### config.mk
export PLATFORM = sky130hd
export DESIGN_NAME = tick_counter
export DESIGN_NICKNAME = d
export VERILOG_FILES = /design/src/rtl/tick_counter.sv
export SDC_FILE = /design/constraint.sdc
export NUM_CORES = 1
export LEC_CHECK = 0
export CAP_MARGIN = 20
export CORE_MARGIN = 5
export CORE_UTILIZATION = 55
export CTS_CLUSTER_SIZE = 12
export DETAILED_ROUTE_END_ITERATION = 8
export DONT_BUFFER_PORTS = 1
export PLACE_DENSITY = 0.7
export SETUP_SLACK_MARGIN = 0.3
export SLEW_MARGIN = 20
export SYNTH_ARGS = -nofsm -noshare
export SYNTH_HDL_FRONTEND = slang
export SYNTH_SLANG_ARGS = --single-unit
### constraint.sdc
create_clock -name clk -period 5.6 [get_ports clk]
set_input_delay 1.12 -clock clk [delete_from_list [all_inputs] [get_ports clk]]
set_output_delay 1.12 -clock clk [all_outputs]
set_load 0.01 [all_outputs]
### src/rtl/tick_counter.sv
// Multi-digit BCD up/down stopwatch counter stepped by rising edges of the divided-clock level.
// The divided clock is sampled on the fast system clock; the count is kept as independent BCD digits.
module tick_counter #(
  parameter int DIGITS = 4
) (
  input  logic                  clk,
  input  logic                  rst,
  input  logic                  tick_in,
  input  logic                  start,
  input  logic                  stop,
  input  logic                  clear,
  input  logic                  load,
  input  logic [4*DIGITS-1:0]   load_val,
  input  logic                  up_dn,
  output logic [4*DIGITS-1:0]   bcd,
  output logic                  running,
  output logic                  wrap
);

  localparam int W = 4 * DIGITS;

  typedef enum logic {
    IDLE = 1'b0,
    RUN  = 1'b1
  } state_t;

  state_t         state_q;
  logic           running_q;
  logic           tick_q;
  logic [W-1:0]   bcd_q, bcd_d;
  logic           wrap_q, wrap_d;
  logic           tick_ev;

  // Returns {carry_out, result}; carry_out set means the whole count rolled over.
  function automatic logic [W:0] bcd_inc(input logic [W-1:0] v);
    logic [W-1:0] r;
    logic         c;
    r = v;
    c = 1'b1;
    for (int i = 0; i < DIGITS; i++) begin
      if (c) begin
        if (v[4*i +: 4] >= 4'd9) begin
          r[4*i +: 4] = 4'd0;
        end else begin
          r[4*i +: 4] = v[4*i +: 4] + 4'd1;
          c = 1'b0;
        end
      end
    end
    return {c, r};
  endfunction

  function automatic logic [W:0] bcd_dec(input logic [W-1:0] v);
    logic [W-1:0] r;
    logic         b;
    r = v;
    b = 1'b1;
    for (int i = 0; i < DIGITS; i++) begin
      if (b) begin
        if (v[4*i +: 4] == 4'd0) begin
          r[4*i +: 4] = 4'd9;
        end else begin
          r[4*i +: 4] = v[4*i +: 4] - 4'd1;
          b = 1'b0;
        end
      end
    end
    return {b, r};
  endfunction

  function automatic logic [W-1:0] bcd_sat(input logic [W-1:0] v);
    logic [W-1:0] r;
    r = v;
    for (int i = 0; i < DIGITS; i++) begin
      if (v[4*i +: 4] > 4'd9) r[4*i +: 4] = 4'd9;
    end
    return r;
  endfunction

  assign tick_ev = tick_in & ~tick_q;

  // Clear beats load beats tick; a tick is only counted in the current RUN state.
  always_comb begin
    bcd_d  = bcd_q;
    wrap_d = 1'b0;
    if (clear) begin
      bcd_d = '0;
    end else if (load) begin
      bcd_d = bcd_sat(load_val);
    end else if (tick_ev && (state_q == RUN)) begin
      if (up_dn) {wrap_d, bcd_d} = bcd_inc(bcd_q);
      else       {wrap_d, bcd_d} = bcd_dec(bcd_q);
    end
  end

  // tick_q resets high so a level already high at reset release is not an edge.
  always_ff @(posedge clk) begin
    if (rst) begin
      tick_q <= 1'b1;
      bcd_q  <= '0;
      wrap_q <= 1'b0;
    end else begin
      tick_q <= tick_in;
      bcd_q  <= bcd_d;
      wrap_q <= wrap_d;
    end
  end

  // Run/idle FSM; stop dominates start.
  always_ff @(posedge clk) begin
    if (rst) begin
      state_q   <= IDLE;
      running_q <= 1'b0;
    end else begin
      case (state_q)
        IDLE: begin
          if (start && !stop) begin
            state_q   <= RUN;
            running_q <= 1'b1;
          end
        end
        RUN: begin
          if (stop) begin
            state_q   <= IDLE;
            running_q <= 1'b0;
          end
        end
        default: begin
          state_q   <= IDLE;
          running_q <= 1'b0;
        end
      endcase
    end
  end

  assign bcd     = bcd_q;
  assign running = running_q;
  assign wrap    = wrap_q;

endmodule

==> run_results.csv, run 1 <==
group,metric,value,unit
run_status,run_status,"complete, no violations",
sta,final_hold_viol_count,0,
setup_path,crit_path_max_fanout,9,
global_routing,global_route_wire_length_before_repair,8.045,mm
sta,final_worst_hold_slack,0.5737,ns
clocking,cts_tree,"yes",
sta,worst_clock_skew,0.002323,ns
power,power.leakage,0.6761,nW
logic_synthesis,yosys.cell_types.count,65,
logic_synthesis,synthFlopType,"sky130_fd_sc_hd__dfxtp_1",
floorplanning,initial_core_utilization,56.08,%
floorplanning,core,3284,um^2
global_routing,overflow,0,
global_routing,antenna_found_initial,0,
global_routing,maximum_number_of_pins_on_one_net_before_global_route_repair,23,
logic_synthesis,count_of_flip_flops_with_a_built_in_enable_after_synthesis,0,
global_routing,first_global_vias,1646,
clocking,post_cts_buffers,0,
floorplanning,die-width,67.87,um
route,drt_first_pass_iters,4,
logic_synthesis,synthesis.instances,233,
sta,grt_setup_unrepaired,"false",
job,cap_violations,0,
route,route.antenna.remaining_nets,0,
logic_synthesis,postSynth.asyncResetShare,0,%
sta,final_min_period_over_clock_period,44.37,%
cells_and_area,num_antenna_cells,0,
clocking,cts-root-buf,"sky130_fd_sc_hd__clkbuf_4",
route,drc,0,
global_routing,groute.usage.overall,22.67,%
setup_path,required_time_of_the_critical_path,5.80,ns
logic_synthesis,synth-warning-count,0,
cells_and_area,ff_latch_area,400.4,um^2
cells_and_area,drive_gt1_share,9.910,%
route,finalWirelength,4.998,mm
route,post_drt_via_cell_ratio,6.519,
power,vdd_drop_max,0.0001499,V
cells_and_area,nFillCells,300,
floorplanning,die_height,67.87,um
setup_path,timing.critical_path.arrival,2.69,ns
placed_design,dp_hpwl,3.664,mm
route,routed-via-count,1747,
cells_and_area,final_net_count,260,
sta,tightest_slew,0.6430,ns
sta,report.final.setup_viol,0,
logic_synthesis,synth_area_per_cell,7.905,um^2
clocking,cts_buffers,3,
logic_synthesis,ys_ff_latch,20,
placed_design,number_of_i_o_port_buffers,0,
setup_path,worstSetupStartpointType,"register",
cells_and_area,synthToLayoutAreaGrowth,0.8831,%
route,wire_per_inst,18.65,um
clocking,clock-sinks,20,
placed_design,weighted_congestion_reported_at_the_end_of_routability_driven_placement,0.8608,
power,power_per_cell_area,178.3,nW/um^2
floorplanning,design.die.area,4606,um^2
sta,final.min_clock_period,2.485,ns
logic_synthesis,syn-cell-area,1842,um^2
setup_path,regToRegSetupSlack,3.12,ns
clocking,max-clock-path-buffers,2,
sta,drv_slew,0,
cells_and_area,multi_input_area,1308,um^2
logic_synthesis,synth.net_count,270,
clocking,worst_setup_hold_path_clk_slew,0.12,ns
setup_path,setup.worst_path.end_class,"register",
sta,achievable_freq,0.4024,GHz
route,drt-initial-drc-count,203,
floorplanning,io-pin-count,42,
floorplanning,rows,21,
clocking,clk-insertion-delay-late,0.31,ns
clocking,htreeDepth,1,
setup_path,crit_type,"register to register",
sta,timing.max_slew.rel_slack,57.07,%
worst_hold_path,timing.hold.worst.class,"register to register",
sta,totalNegativeSetupSlack,0,ns
clocking,cts.hold.buffers_added,0,
logic_synthesis,synth.yosys.seq_area_share,21.74,%
clocking,cts.repair.resized,0,
[logic make-up after synthesis]
group | synth area share, %
adders and majority gates | 8.832
and+or+nand+nor | 26.36
muxes | 1.155
AOI/OAI and AO/OA | 33.22
xor gates and xnor gates | 1.427
buffers and inverters | 7.269
DFF | 21.74
[worst paths after layout]
check / from / endpoint / depth (start not counted)
worst max-delay path: bcd[4] / bcd[10] / 7
worst min-delay path: running / running / 2
worst max register to register: bcd[4] / bcd[10] / 7
worst min register to register: running / running / 2
[power breakdown]
part | internal [mW] | leakage (nW) | switching (mW)
registers | 0.148 | 0.164 | 0.0158
clock network | 0.0398 | 0.0210 | 0.0484
logic | 0.0355 | 0.492 | 0.0437
[per-layer routing]
metal	GRT usage, %	part of all wire (%)	up-vias	wire length (um)
met3	7.718	8.7	5	436
met2	36.45	47	65	2365
met1	28.15	43	830	2151
met4	7.940	0.88	0	44
li1	-	-	847	-
met5	0	0	-	0
[layout make-up]
class                           instances  area share (%)
Clock buffer                            4           1.953
Inverter                               15           3.030
Multi-Input combinational cell        183           70.37
Sequential cell                        20           21.55
Tap cell                               46           3.098
[worst max-delay path, stage by stage (launching register included)]
cell	delay (ns)
sky130_fd_sc_hd__dfxtp_1	0.57
sky130_fd_sc_hd__inv_1	0.11
sky130_fd_sc_hd__ha_1	0.29
sky130_fd_sc_hd__or3b_1	0.28
sky130_fd_sc_hd__nand4_2	0.18
sky130_fd_sc_hd__o31ai_2	0.58
sky130_fd_sc_hd__a21boi_0	0.25
sky130_fd_sc_hd__o22ai_1	0.10
[flip-flops by register name (all words and copies together), names as in the netlist]
name     cells
running      1
bcd         16
wrap         1
state_q      1
tick_q       1
[layout by cell type (no fill, tap or decap), types with 2 or more instances in the layout]
cell type	count
sky130_fd_sc_hd__nor3_1	6
sky130_fd_sc_hd__or2_2	3
sky130_fd_sc_hd__or3b_1	4
sky130_fd_sc_hd__nand3_1	5
sky130_fd_sc_hd__o32ai_1	2
sky130_fd_sc_hd__nand2_1	11
sky130_fd_sc_hd__o21ai_1	2
sky130_fd_sc_hd__a21oi_1	24
sky130_fd_sc_hd__nor2b_1	4
sky130_fd_sc_hd__a21boi_0	2
sky130_fd_sc_hd__nor2_1	19
sky130_fd_sc_hd__ha_1	13
sky130_fd_sc_hd__clkbuf_4	3
sky130_fd_sc_hd__o31ai_1	4
sky130_fd_sc_hd__a221oi_1	4
sky130_fd_sc_hd__inv_1	14
sky130_fd_sc_hd__nor4b_2	2
sky130_fd_sc_hd__nand2b_1	3
sky130_fd_sc_hd__o21ai_0	11
sky130_fd_sc_hd__o22ai_1	4
sky130_fd_sc_hd__nand3b_1	6
sky130_fd_sc_hd__nand4_1	3
sky130_fd_sc_hd__o31a_1	2
sky130_fd_sc_hd__a21o_1	2
sky130_fd_sc_hd__xnor2_1	3
sky130_fd_sc_hd__a211oi_1	7
sky130_fd_sc_hd__nor3b_1	4
sky130_fd_sc_hd__dfxtp_1	20
[per-stage QoR]
step	util, %	total power, mW	cells	cell area [um^2]	setup WS, ns
4_1_cts	56.57	0.3320	268	1858	3.147
6_report	56.57	0.3313	268	1858	3.115
2_1_floorplan	-	0.2321	233	1842	3.202
5_1_grt	56.57	0.3495	268	1858	2.901
3_3_place_gp	55.47	0.2420	264	1822	3.276
3_5_place_dp	55.47	0.2452	264	1822	3.182
[Yosys cell counts (5+ instances only)]
cell type / count / area share (%)
sky130_fd_sc_hd__nor2_1: 19 / 3.9
sky130_fd_sc_hd__clkbuf_1: 5 / 1.0
sky130_fd_sc_hd__nand2_1: 11 / 2.2
sky130_fd_sc_hd__buf_2: 8 / 2.2
sky130_fd_sc_hd__a21oi_1: 24 / 6.5
sky130_fd_sc_hd__nand3_1: 5 / 1.4
sky130_fd_sc_hd__o21ai_0: 11 / 3.0
sky130_fd_sc_hd__nand3b_1: 6 / 2.4
sky130_fd_sc_hd__inv_1: 14 / 2.9
sky130_fd_sc_hd__nor3_1: 6 / 1.6
sky130_fd_sc_hd__a211oi_1: 7 / 2.9
sky130_fd_sc_hd__ha_1: 13 / 8.8
sky130_fd_sc_hd__dfxtp_1: 20 / 22
No activity file was read; power rests on OpenSTA's default activity.
==> run 2: changes to the inputs <==
==> constraint.sdc (replaced) <==
create_clock -name clk -period 2.38 [get_ports clk]
set_input_delay 0.476 -clock clk [delete_from_list [all_inputs] [get_ports clk]]
set_output_delay 0.476 -clock clk [all_outputs]
set_load 0.01 [all_outputs]
==> run_results.csv, run 2 (synthesized netlist as in run 1, its figures left out) <==
group,metric,value,unit
run_status,run_status,"complete, no violations",
clocking,worst_setup_hold_path_clk_slew,0.13,ns
setup_path,worst_r2r_path_depth,7,
route,drc,0,
worst_hold_path,min_path_cells,1,
cells_and_area,mostFrequentLayoutCells,"sky130_fd_sc_hd__a21oi_1, sky130_fd_sc_hd__nor2_1, sky130_fd_sc_hd__dfxtp_1",
global_routing,grt_util_met2,39.00,%
global_routing,antenna_found_initial,0,
clocking,cts_tree,"yes",
cells_and_area,synthToLayoutAreaGrowth,9.171,%
clocking,clk-insertion-delay-late,0.30,ns
setup_path,critical_path.reg2reg.startpoint,"bcd[5]",
power,vdd_drop_max,0.0002543,V
job,cap_violations,0,
clocking,cts.hold.buffers_added,0,
cells_and_area,final_net_count,271,
global_routing,gr-max-usage-layer,"met2",
cells_and_area,drive_gt1_share,18.03,%
floorplanning,initial_core_utilization,56.08,%
setup_path,crit_path_max_fanout,8,
sta,tightest_slew,0.7238,ns
clocking,cts-root-buf,"sky130_fd_sc_hd__clkbuf_4",
clocking,cts_buffers,3,
sta,grt_setup_unrepaired,"true",
sta,achievable_freq,0.4862,GHz
power,power.switching_fraction,30.16,%
power,power.leakage,0.7510,nW
global_routing,overflow,0,
placed_design,dp_hpwl,3.780,mm
route,finalWirelength,5.215,mm
worst_hold_path,timing.hold.worst.class,"primary input to register",
power,power_per_cell_area,440.8,nW/um^2
setup_path,worstSetupStartpointType,"register",
route,drt_first_pass_iters,4,
power,switching_power,267.3,uW
power,cellInternalPower,619.1,uW
route,routed-via-count,1821,
cells_and_area,final_common_cell,"sky130_fd_sc_hd__a21oi_1",
global_routing,grt_util_met3,5.583,%
sta,final_hold_viol_count,0,
sta,final.min_clock_period,2.057,ns
setup_path,setup.worst_path.end_class,"register",
global_routing,first_global_vias,1732,
setup_path,setup.worst_path.start,"bcd[5]",
power,comb_power_share,24.7,%
setup_path,required_time_of_the_critical_path,2.61,ns
clocking,max-clock-path-buffers,2,
cells_and_area,num_antenna_cells,0,
sta,final_min_period_over_clock_period,86.42,%
floorplanning,die_height,67.87,um
global_routing,maximum_number_of_pins_on_one_net_before_global_route_repair,23,
sta,report.final.setup_viol,0,
route,route.antenna.remaining_nets,0,
setup_path,regToRegSetupSlack,0.32,ns
placed_design,weighted_congestion_reported_at_the_end_of_routability_driven_placement,0.9475,
sta,worst_clock_skew,0.002688,ns
setup_path,crit_type,"register to register",
global_routing,global_route_wire_length_before_repair,8.273,mm
clocking,htreeDepth,1,
floorplanning,die-width,67.87,um
placed_design,number_of_i_o_port_buffers,0,
sta,totalNegativeSetupSlack,0,ns
floorplanning,design.die.area,4606,um^2
floorplanning,io-pin-count,42,
floorplanning,rows,21,
clocking,clock-sinks,20,
route,drt-initial-drc-count,193,
sta,timing.max_slew.rel_slack,51.68,%
setup_path,timing.critical_path.arrival,2.29,ns
power,pwr-share-seq,42.7,%
cells_and_area,largest_register_ff_count,16,
worst_hold_path,worst_hold_startpoint,"rst",
global_routing,met1_track_utilization_from_global_routing,29.97,%
global_routing,groute.usage.overall,23.01,%
power,post-layout-total-power,886.4,uW
sta,drv_slew,0,
route,post_drt_via_cell_ratio,6.527,
floorplanning,core,3284,um^2
power,clock_power_share,32.6,%
route,wire_per_inst,18.69,um
[run 2: worst paths after layout]
kind	end
worst max-delay path	bcd[14]
worst min-delay path	running
worst max register to register	bcd[14]
worst min register to register	state_q
[run 2: timing repair]
| action | in CTS | in global routing |
|---|---|---|
| gates cloned | 0 | 0 |
| resized for setup | 4 | 11 |
| setup buffers | 0 | 5 |
| pin swaps | 1 | 6 |
| endpoints found under the setup margin | 10 | 12 |
[run 2: per-stage QoR]
stage               utilization, %  worst slack, ns  cells  instance area, um^2  hold slack (ns)
detailed placement           56.84           0.1725    270                 1867           0.5466
floorplan                        -           0.3155    233                 1842           0.4997
CTS                          58.67           0.3014    274                 1927           0.2127
finish                       61.22           0.3232    279                 2011           0.2176
global route                 61.22           0.2552    279                 2011           0.2083
global placement             56.84           0.3029    270                 1867           0.5192
[run 2: power groups by stage]
stage                     registers, mW  clock network (mW)  logic [mW]
after floorplan                   0.376                   0       0.170
final                             0.379               0.289       0.219
after CTS                         0.377               0.292       0.200
after detailed placement          0.385                   0       0.197
after global routing              0.382               0.306       0.241
after global placement            0.384                   0       0.191
[run 2: worst max-delay path, stage by stage (launching register included)]
cell	delay (ns)
sky130_fd_sc_hd__dfxtp_4	0.42
sky130_fd_sc_hd__clkinvlp_4	0.13
sky130_fd_sc_hd__ha_4	0.19
sky130_fd_sc_hd__or3b_4	0.27
sky130_fd_sc_hd__nand4_4	0.13
sky130_fd_sc_hd__o311ai_4	0.49
sky130_fd_sc_hd__nor2_1	0.12
sky130_fd_sc_hd__a211oi_2	0.22
[run 2: metal layers]
layer	routed length, um	up-vias
met5	0	-
met3	538	6
li1	-	873
met4	50	0
met1	2104	851
met2	2522	91
[run 2: final cells by class]
class                      count  area [um^2]
clock buffer                   3        22.52
clock inverter                 1        30.03
fill                         298         1274
inverter                      15        60.06
multi-input combinational    183         1348
sequential                    20        410.4
tap                           46        57.56
timing repair buffer          11        82.58
==> run 3: changes to the inputs <==
--- a/config.mk
+++ b/config.mk
@@ -13,6 +13,7 @@
 export DONT_BUFFER_PORTS = 1
 export PLACE_DENSITY = 0.7
 export SETUP_SLACK_MARGIN = 0.3
+export SKIP_CTS_REPAIR_TIMING = 1
 export SLEW_MARGIN = 20
 export SYNTH_ARGS = -nofsm -noshare
 export SYNTH_HDL_FRONTEND = slang
==> run_results.csv, run 3 (synthesized netlist as in run 1, its figures left out) <==
group,metric,value,unit
setup_path,worstReg2RegEnd,"bcd[5]",
floorplanning,design.die.area,4606,um^2
setup_path,regToRegSetupSlack,0.41,ns
power,power.leakage,0.7337,nW
setup_path,critPathCapture,"bcd[5]",
floorplanning,rows,21,
route,drt-initial-drc-count,170,
clocking,cts_tree,"yes",
setup_path,crit_type,"register to register",
sta,final_min_period_over_clock_period,82.84,%
sta,final.min_clock_period,1.971,ns
sta,totalNegativeSetupSlack,0,ns
cells_and_area,drive_gt1_share,16.59,%
clocking,htreeDepth,1,
setup_path,setup.worst_path.end_class,"register",
cells_and_area,final_common_cell,"sky130_fd_sc_hd__a21oi_1",
setup_path,timing.critical_path.arrival,2.21,ns
power,vdd_drop_max,0.0002552,V
cells_and_area,multi_input_area,1346,um^2
floorplanning,die-width,67.87,um
power,power_per_cell_area,445.2,nW/um^2
setup_path,worstSetupStartpointType,"register",
global_routing,groute.usage.overall,22.98,%
sta,tightest_slew,0.7325,ns
global_routing,overflow,0,
job,cap_violations,0,
clocking,max-clock-path-buffers,2,
route,wire_per_inst,18.58,um
floorplanning,die_height,67.87,um
cells_and_area,num_antenna_cells,0,
clocking,worst_setup_hold_path_clk_slew,0.13,ns
global_routing,global_route_wire_length_before_repair,8.259,mm
cells_and_area,nFillCells,302,
run_status,run_status,"complete, no violations",
cells_and_area,ff_latch_area,412.9,um^2
route,routed-via-count,1791,
sta,achievable_freq,0.5072,GHz
setup_path,worst_r2r_path_depth,7,
sta,grt_setup_unrepaired,"true",
clocking,clock-sinks,20,
cells_and_area,synthToLayoutAreaGrowth,7.405,%
route,post_drt_via_cell_ratio,6.513,
placed_design,number_of_i_o_port_buffers,0,
power,post-layout-total-power,880.8,uW
placed_design,cell_count_post_placement,270,
floorplanning,initial_core_utilization,56.08,%
clocking,cts-root-buf,"sky130_fd_sc_hd__clkbuf_4",
cells_and_area,final_net_count,267,
setup_path,crit_path_max_fanout,8,
floorplanning,core,3284,um^2
placed_design,dp_hpwl,3.780,mm
floorplanning,io-pin-count,42,
setup_path,critical_path.reg2reg.startpoint,"bcd[0]",
clocking,cts_buffers,3,
cells_and_area,mostFrequentLayoutCells,"sky130_fd_sc_hd__a21oi_1, sky130_fd_sc_hd__nor2_1, sky130_fd_sc_hd__dfxtp_1",
global_routing,first_global_vias,1737,
clocking,clk-insertion-delay-late,0.31,ns
worst_hold_path,timing.hold.worst.class,"primary input to register",
cells_and_area,largest_register_ff_count,16,
sta,report.final.setup_viol,0,
cells_and_area,cell_count_final_fillers_out,275,
sta,final_hold_viol_count,0,
global_routing,maximum_number_of_pins_on_one_net_before_global_route_repair,23,
route,drt_first_pass_iters,4,
setup_path,setup.worst_path.start,"bcd[0]",
sta,drv_slew,0,
setup_path,required_time_of_the_critical_path,2.61,ns
sta,worst_clock_skew,0.006346,ns
placed_design,weighted_congestion_reported_at_the_end_of_routability_driven_placement,0.9475,
route,finalWirelength,5.109,mm
global_routing,antenna_found_initial,0,
route,drc,0,
route,route.antenna.remaining_nets,0,
sta,timing.max_slew.rel_slack,51.10,%
## run 3: changes by cell type in the layout (fill, tap and decap cells not counted), sizes merged
| cell | previous run | this run |
|---|---|---|
| inv | 13 | 14 |
| buf | 11 | 7 |
| clkinvlp | 1 | 0 |
## run 3: layout make-up
type	count	share of cell area [%]
Multi-Input combinational cell	183	68.06
Clock inverter	1	1.518
Sequential cell	20	20.87
Tap cell	46	2.910
Timing Repair Buffer	7	2.657
Clock buffer	3	1.139
Inverter	15	2.846
## run 3: metrics by stage
stage | hold WS [ns] | utilization [%] | cell area, um^2 | setup slack, ns
after floorplan | 0.4997 | - | 1842 | 0.3155
after global placement | 0.5192 | 56.84 | 1867 | 0.3029
after detailed placement | 0.5466 | 56.84 | 1867 | 0.1725
after CTS | 0.2126 | 58.44 | 1919 | 0.1541
after global routing | 0.2083 | 60.23 | 1978 | 0.2825
final | 0.2099 | 60.23 | 1978 | 0.4085
## run 3: routing by layer
metal  track usage [%]  vias to the layer above  part of all wire (%)
met2             38.76                       67                    48
met5                 0                        -                     0
met3             5.583                        8                   9.3
li1                  -                      868                     -
met1             30.07                      848                    42
met4             3.970                        0                   1.0
## run 3: worst max-delay path, cell delays in order (launching register included)
cell                       delay (ns)
sky130_fd_sc_hd__dfxtp_1         0.34
sky130_fd_sc_hd__buf_4           0.16
sky130_fd_sc_hd__ha_1            0.20
sky130_fd_sc_hd__or3b_4          0.41
sky130_fd_sc_hd__and2_4          0.19
sky130_fd_sc_hd__a31oi_4         0.28
sky130_fd_sc_hd__nor2_1          0.10
sky130_fd_sc_hd__a211oi_2        0.21
## run 3: how the worst min path moves through the flow
stage | cells after the start | startpoint | end | slack (ns)
after floorplan | 2 | state_q | state_q | 0.50
after global placement | 2 | state_q | state_q | 0.52
after detailed placement | 2 | state_q | state_q | 0.55
after CTS | 1 | rst | running | 0.21
after global routing | 1 | rst | running | 0.21
final | 1 | rst | running | 0.21
## run 3: where the power goes
group	leakage [nW]	internal [mW]	switching, mW
Combinational	0.540	0.0964	0.115
Sequential	0.166	0.347	0.0303
Clock	0.0279	0.170	0.121
